File: src/rtl/riscv_pkg.sv
// Shared constants and types for the ID/EX pipeline slice.
package riscv_pkg;

    localparam int unsigned XLEN       = 32;
    localparam int unsigned REG_ADDR_W = 5;
    localparam logic [REG_ADDR_W-1:0] ZERO_REG = '0;

    // What the ID/EX register does at the next rising edge, highest priority last.
    typedef enum logic [1:0] {
        EX_ADVANCE = 2'd0,
        EX_BUBBLE  = 2'd1,
        EX_HOLD    = 2'd2,
        EX_FLUSH   = 2'd3
    } ex_action_e;

endpackage

File: src/rtl/operand_bypass.sv
// Operand select for one source register: x0 reads zero, a same-cycle
// write-back to the register wins over the register-file read data.
module operand_bypass
    import riscv_pkg::*;
#(
    parameter int unsigned XLEN = riscv_pkg::XLEN
) (
    input  logic [REG_ADDR_W-1:0] rs_addr,
    input  logic [XLEN-1:0]       rf_data,
    input  logic [REG_ADDR_W-1:0] wb_addr,
    input  logic [XLEN-1:0]       wb_data,
    input  logic                  wb_en,
    output logic [XLEN-1:0]       op
);

    // Zero-cycle bypass mux.
    always_comb begin
        op = rf_data;
        if (rs_addr == ZERO_REG) begin
            op = '0;
        end else if (wb_en && (wb_addr == rs_addr)) begin
            op = wb_data;
        end
    end

endmodule

File: src/rtl/id_ex_stage.sv
// ID/EX pipeline register with operand bypass, load-use bubble insertion,
// back-pressure hold with write-back refresh, flush, and a stall counter.
module id_ex_stage
    import riscv_pkg::*;
#(
    parameter int unsigned XLEN = riscv_pkg::XLEN
) (
    input  logic                  clk,
    input  logic                  reset,
    input  logic                  id_valid,
    input  logic [REG_ADDR_W-1:0] id_rs1_addr,
    input  logic [REG_ADDR_W-1:0] id_rs2_addr,
    input  logic [REG_ADDR_W-1:0] id_rd_addr,
    input  logic [XLEN-1:0]       id_imm,
    input  logic [XLEN-1:0]       id_pc,
    input  logic                  id_reg_write,
    input  logic                  id_mem_read,
    input  logic [XLEN-1:0]       rf_read_data_1,
    input  logic [XLEN-1:0]       rf_read_data_2,
    input  logic [REG_ADDR_W-1:0] wb_write_addr,
    input  logic [XLEN-1:0]       wb_write_data,
    input  logic                  wb_write_enable,
    input  logic                  flush,
    input  logic                  ex_ready,
    output logic                  id_stall,
    output logic                  ex_valid,
    output logic                  ex_reg_write,
    output logic                  ex_mem_read,
    output logic [REG_ADDR_W-1:0] ex_rs1_addr,
    output logic [REG_ADDR_W-1:0] ex_rs2_addr,
    output logic [REG_ADDR_W-1:0] ex_rd_addr,
    output logic [XLEN-1:0]       ex_rs1_data,
    output logic [XLEN-1:0]       ex_rs2_data,
    output logic [XLEN-1:0]       ex_imm,
    output logic [XLEN-1:0]       ex_pc,
    output logic [31:0]           stall_count
);

    logic                  ex_valid_q,     ex_valid_d;
    logic                  ex_reg_write_q, ex_reg_write_d;
    logic                  ex_mem_read_q,  ex_mem_read_d;
    logic [REG_ADDR_W-1:0] ex_rs1_addr_q,  ex_rs1_addr_d;
    logic [REG_ADDR_W-1:0] ex_rs2_addr_q,  ex_rs2_addr_d;
    logic [REG_ADDR_W-1:0] ex_rd_addr_q,   ex_rd_addr_d;
    logic [XLEN-1:0]       ex_rs1_data_q,  ex_rs1_data_d;
    logic [XLEN-1:0]       ex_rs2_data_q,  ex_rs2_data_d;
    logic [XLEN-1:0]       ex_imm_q,       ex_imm_d;
    logic [XLEN-1:0]       ex_pc_q,        ex_pc_d;
    logic [31:0]           stall_count_q,  stall_count_d;

    logic [XLEN-1:0] rs1_op;
    logic [XLEN-1:0] rs2_op;
    logic            hazard;
    logic            hold;
    ex_action_e      action;

    operand_bypass #(.XLEN(XLEN)) u_bypass_rs1 (
        .rs_addr (id_rs1_addr),
        .rf_data (rf_read_data_1),
        .wb_addr (wb_write_addr),
        .wb_data (wb_write_data),
        .wb_en   (wb_write_enable),
        .op      (rs1_op)
    );

    operand_bypass #(.XLEN(XLEN)) u_bypass_rs2 (
        .rs_addr (id_rs2_addr),
        .rf_data (rf_read_data_2),
        .wb_addr (wb_write_addr),
        .wb_data (wb_write_data),
        .wb_en   (wb_write_enable),
        .op      (rs2_op)
    );

    // Hazard detection and next-edge action: flush > hold > hazard > advance.
    always_comb begin
        hazard = id_valid && ex_valid_q && ex_mem_read_q && (ex_rd_addr_q != ZERO_REG) &&
                 ((ex_rd_addr_q == id_rs1_addr) || (ex_rd_addr_q == id_rs2_addr));
        hold     = ex_valid_q && !ex_ready;
        id_stall = hazard || hold;

        action = EX_ADVANCE;
        if (flush) begin
            action = EX_FLUSH;
        end else if (hold) begin
            action = EX_HOLD;
        end else if (hazard) begin
            action = EX_BUBBLE;
        end
    end

    // Next-state values for every ID/EX register and the stall counter.
    always_comb begin
        ex_valid_d     = ex_valid_q;
        ex_reg_write_d = ex_reg_write_q;
        ex_mem_read_d  = ex_mem_read_q;
        ex_rs1_addr_d  = ex_rs1_addr_q;
        ex_rs2_addr_d  = ex_rs2_addr_q;
        ex_rd_addr_d   = ex_rd_addr_q;
        ex_rs1_data_d  = ex_rs1_data_q;
        ex_rs2_data_d  = ex_rs2_data_q;
        ex_imm_d       = ex_imm_q;
        ex_pc_d        = ex_pc_q;
        stall_count_d  = stall_count_q;

        unique case (action)
            EX_FLUSH, EX_BUBBLE: begin
                ex_valid_d     = 1'b0;
                ex_reg_write_d = 1'b0;
                ex_mem_read_d  = 1'b0;
            end
            EX_HOLD: begin
                // A write-back landing on a held source register must not be lost.
                if (wb_write_enable && (wb_write_addr != ZERO_REG) &&
                    (wb_write_addr == ex_rs1_addr_q)) begin
                    ex_rs1_data_d = wb_write_data;
                end
                if (wb_write_enable && (wb_write_addr != ZERO_REG) &&
                    (wb_write_addr == ex_rs2_addr_q)) begin
                    ex_rs2_data_d = wb_write_data;
                end
            end
            default: begin
                ex_valid_d     = id_valid;
                ex_reg_write_d = id_valid && id_reg_write;
                ex_mem_read_d  = id_valid && id_mem_read;
                ex_rs1_addr_d  = id_rs1_addr;
                ex_rs2_addr_d  = id_rs2_addr;
                ex_rd_addr_d   = id_rd_addr;
                ex_rs1_data_d  = rs1_op;
                ex_rs2_data_d  = rs2_op;
                ex_imm_d       = id_imm;
                ex_pc_d        = id_pc;
            end
        endcase

        if (id_stall && (stall_count_q != '1)) begin
            stall_count_d = stall_count_q + 32'd1;
        end
    end

    // All state, asynchronously cleared by reset.
    always_ff @(posedge clk or negedge reset) begin
        if (!reset) begin
            ex_valid_q     <= 1'b0;
            ex_reg_write_q <= 1'b0;
            ex_mem_read_q  <= 1'b0;
            ex_rs1_addr_q  <= '0;
            ex_rs2_addr_q  <= '0;
            ex_rd_addr_q   <= '0;
            ex_rs1_data_q  <= '0;
            ex_rs2_data_q  <= '0;
            ex_imm_q       <= '0;
            ex_pc_q        <= '0;
            stall_count_q  <= '0;
        end else begin
            ex_valid_q     <= ex_valid_d;
            ex_reg_write_q <= ex_reg_write_d;
            ex_mem_read_q  <= ex_mem_read_d;
            ex_rs1_addr_q  <= ex_rs1_addr_d;
            ex_rs2_addr_q  <= ex_rs2_addr_d;
            ex_rd_addr_q   <= ex_rd_addr_d;
            ex_rs1_data_q  <= ex_rs1_data_d;
            ex_rs2_data_q  <= ex_rs2_data_d;
            ex_imm_q       <= ex_imm_d;
            ex_pc_q        <= ex_pc_d;
            stall_count_q  <= stall_count_d;
        end
    end

    assign ex_valid     = ex_valid_q;
    assign ex_reg_write = ex_reg_write_q;
    assign ex_mem_read  = ex_mem_read_q;
    assign ex_rs1_addr  = ex_rs1_addr_q;
    assign ex_rs2_addr  = ex_rs2_addr_q;
    assign ex_rd_addr   = ex_rd_addr_q;
    assign ex_rs1_data  = ex_rs1_data_q;
    assign ex_rs2_data  = ex_rs2_data_q;
    assign ex_imm       = ex_imm_q;
    assign ex_pc        = ex_pc_q;
    assign stall_count  = stall_count_q;

endmodule

File: config.mk
export PLATFORM = sky130hd
export DESIGN_NAME = id_ex_stage
export DESIGN_NICKNAME = d
export VERILOG_FILES = /design/src/rtl/riscv_pkg.sv /design/src/rtl/operand_bypass.sv /design/src/rtl/id_ex_stage.sv
export SDC_FILE = /design/constraint.sdc
export NUM_CORES = 1
export LEC_CHECK = 0
export ABC_AREA = 1
export BUFFER_PORTS_ARGS = -buffer_cell sky130_fd_sc_hd__buf_2
export CAP_MARGIN = 10
export CORE_ASPECT_RATIO = 1.2
export CORE_MARGIN = 10
export CORE_UTILIZATION = 46
export DETAILED_ROUTE_END_ITERATION = 6
export PLACE_DENSITY = 0.84
export SLEW_MARGIN = 40
export SYNTH_ARGS = -nofsm -noshare
export SYNTH_HDL_FRONTEND = slang
export SYNTH_HIERARCHICAL = 1
export SYNTH_SLANG_ARGS = --single-unit
File: constraint.sdc
create_clock -name clk -period 1.6 [get_ports clk]
set_input_delay 0.24 -clock clk [delete_from_list [all_inputs] [get_ports clk]]
set_output_delay 0.24 -clock clk [all_outputs]
set_load 0.005 [all_outputs]
==> results.cfg <==
[power]
power_mw = 13.1
powerDensity_nw_per_um2 = 820
cellLeakagePower_nw = 9.62
peakVddDrop_v = 0.000622

[final_layout]
finalNetCount = 2309
final_util_pct = 70.9
syn2layout_area_growth_pct = 50.4
stdcell_area_um2 = 16000
post_route_cells_drive_above_1_share_pct = 34.0

[synth]
avgSynthCellArea_um2 = 6.60
yosysMostFrequentCell = nand2_1
ys_seq_area_share_pct = 41.8
synthTopCellsByArea = dfrtp_1, nand2_1, inv_1
ys_async_sr_fraction_pct = 100
ys_ff_latch = 178
synth-main-ff-cell = dfrtp_1
ys_top_cells_by_count = nand2_1, inv_1, nor2_1
synthCells = 1614
synth-edff-count = 0
synth_nets = 1803
yosysTopAreaCell = dfrtp_1
yosysUniqueCellTypes = 26
netlist.area_leader.share_pct = 41.8
synth_area_um2 = 10700
yosysWarnings = 6

[clock_network]
clkLatencyLatePin_ns = 0.44
clock_sinks = 178
clk_path_buf_depth = 2
clockRootBuffer = clkbuf_16
clk_pin_slew_ns = 0.09
cts_tree = built
numCtsBuffers = 17
htreeDepth = 4

[flow_run]
max-cap-violations = 0

[floorplanning]
num_rows = 60
die_h_um = 187
die-area_um2 = 29700
die_w_um = 159
start_util_pct = 47.1
core_um2 = 22600
ios = 367

[worst_setup_path]
path_cells = nand2_2, inv_2, nor2_2, nor2_1, nand3_1, nand2_2, nand2_4, buf_4, nand3_4, buf_12, buf_4, buf_16, nand2_1, o21ai_0
cp.arrival_ns = 2.29
max_stage_delay_ns = 0.46
worstRegToRegCells = 14
crit_path_max_fanout = 12
start_kind = register
crit_required_ns = 1.92
r2r_setup_slack_ns = -0.37
r2r_start = ex_rd_addr[0]
critPathLaunch = ex_rd_addr[0]
crit-reg2reg-capture = ex_imm[31]
crit_path_top_delay_cell = dfrtp_2
end_kind = register
critPathKind = register to register

[routing]
wire_per_inst_um = 17.7
avgViaCountPerCell = 5.14
drcViolationCount = 0
drtPass1Iterations = 6
drt_iter0_markers = 925
ant_nets = 0
drt-total-wl_um = 43300
num_vias = 12581

[min_path]
min_to = ex_imm[28]
hp-start = id_imm[28]
hp-class = input port to register
hold_depth = 3

[global_routing]
grt_overflow = 0
grt_pass1_vias = 12236
grt_pass1_wl_um = 65000
antenna_found_initial = 4
grt_max_degree = 55
track_usage_pct = 27.1

[sta]
rsz0062_at_grt = true
period_needed_ns = 1.97
finalSetupViolCount = 177
worstMarginPinSlew_ns = 0.431
fmax_mhz = 507
slew_headroom_pct = 71.1
layout_setup_ws_ns = -0.372
finalMaxSlewViolations = 0
finalCritPeriodShare_pct = 123
fin_skew_ns = 0.0236
hold_viol_final = 0

[placed_design]
place_area_um2 = 13800
gp_congestion = 0.971
dp.final_hpwl_um = 29700
io_buffers = 366

[run_status]
violations = setup timing
status = complete, but fails checks
-- cell families (layout without fill, tap and decap cells) --
family,count (synthesis),in the layout,share of synthesized area (%)
flops,178,178,41.8
buf+inv,277,796,11.0
simple gates,1049,1049,41.0
xor+xnor,27,27,2.22
compound gates,82,82,3.85
other cells,0,3,0
fa+ha+maj,1,1,0.117
-- worst max-delay path by stage --
stage | depth (start not counted) | endpoint
floorplan | 9 | stall_count[13]
global placement | 9 | id_stall
detailed placement | 13 | stall_count[27]
CTS | 11 | id_stall
global route | 12 | ex_imm[31]
finish | 14 | ex_imm[31]
-- power by group --
group | switching (mW) | internal [mW]
combinational | 1.77 | 1.60
sequential | 0.428 | 5.00
clock | 2.16 | 2.18
-- layout by cell type, fill, tap and decap left out, drive strengths merged, types with 11 or more instances in the layout --
master,instances
xor2,12
nor3,13
nand3,50
nand4,69
clkbuf,26
o21ai,82
nand3b,11
nor2,189
inv,204
xnor2,15
dfrtp,178
buf,554
nand2,716
-- through the flow --
| stage | hold WS (ns) | std cells | TNS (ns) | setup slack, ns |
|---|---|---|---|---|
| after detailed placement | 0.164 | 2347 | -15.43 | -0.167 |
| after floorplan | -0.0556 | 1614 | -1.02 | -0.0373 |
| after global placement | 0.164 | 2347 | -11.17 | -0.143 |
| after global routing | 0.0166 | 2445 | -66.94 | -0.527 |
| final | 0.0229 | 2446 | -47.72 | -0.372 |
| after CTS | 0.00835 | 2428 | -31.97 | -0.407 |
-- sequential cells by signal, summed over array words and instances (netlist names), 5 cells and up --
signal / count
stall_count: 32
ex_imm: 32
ex_pc: 32
ex_rd_addr: 5
ex_rs2_addr: 5
ex_rs1_data: 32
ex_rs1_addr: 5
ex_rs2_data: 32
-- worst max-delay path: cells and delay by family, from the launching register on --
kind / cells / cell delay (ns)
flip-flops: 1 / 0.46
AND/OR/NAND/NOR: 8 / 0.67
buffers and inverters: 5 / 0.64
AO/OA/AOI/OAI: 1 / 0.09
-- cell type report --
class | count | area (um2)
antenna | 3 | 7.51
clock buffer | 18 | 439
multi-input combinational | 1159 | 5420
inverter | 197 | 744
tap | 310 | 388
fill | 1807 | 6580
clock inverter | 14 | 183
sequential | 178 | 4460
timing repair buffer | 567 | 4380
-- routing by layer --
metal  up-vias  track usage, %  routed length [um]
met1      5795            32.4               16500
met2       692            46.6               21400
li1       5963               -                   -
met4         4            11.0                1840
met3       127            5.30                3570
met5         -               0                  24
-- repair_timing --
item | in CTS | in global routing
gates resized for setup | 103 | 118
hold buffers | 1 | 0
pin swaps | 13 | 44
endpoints found under the hold margin | 30 | 0
cloned | 21 | 8
buffers inserted | 30 | 17
setup endpoints to repair | 175 | 179
(Power assumes the default switching activity.)
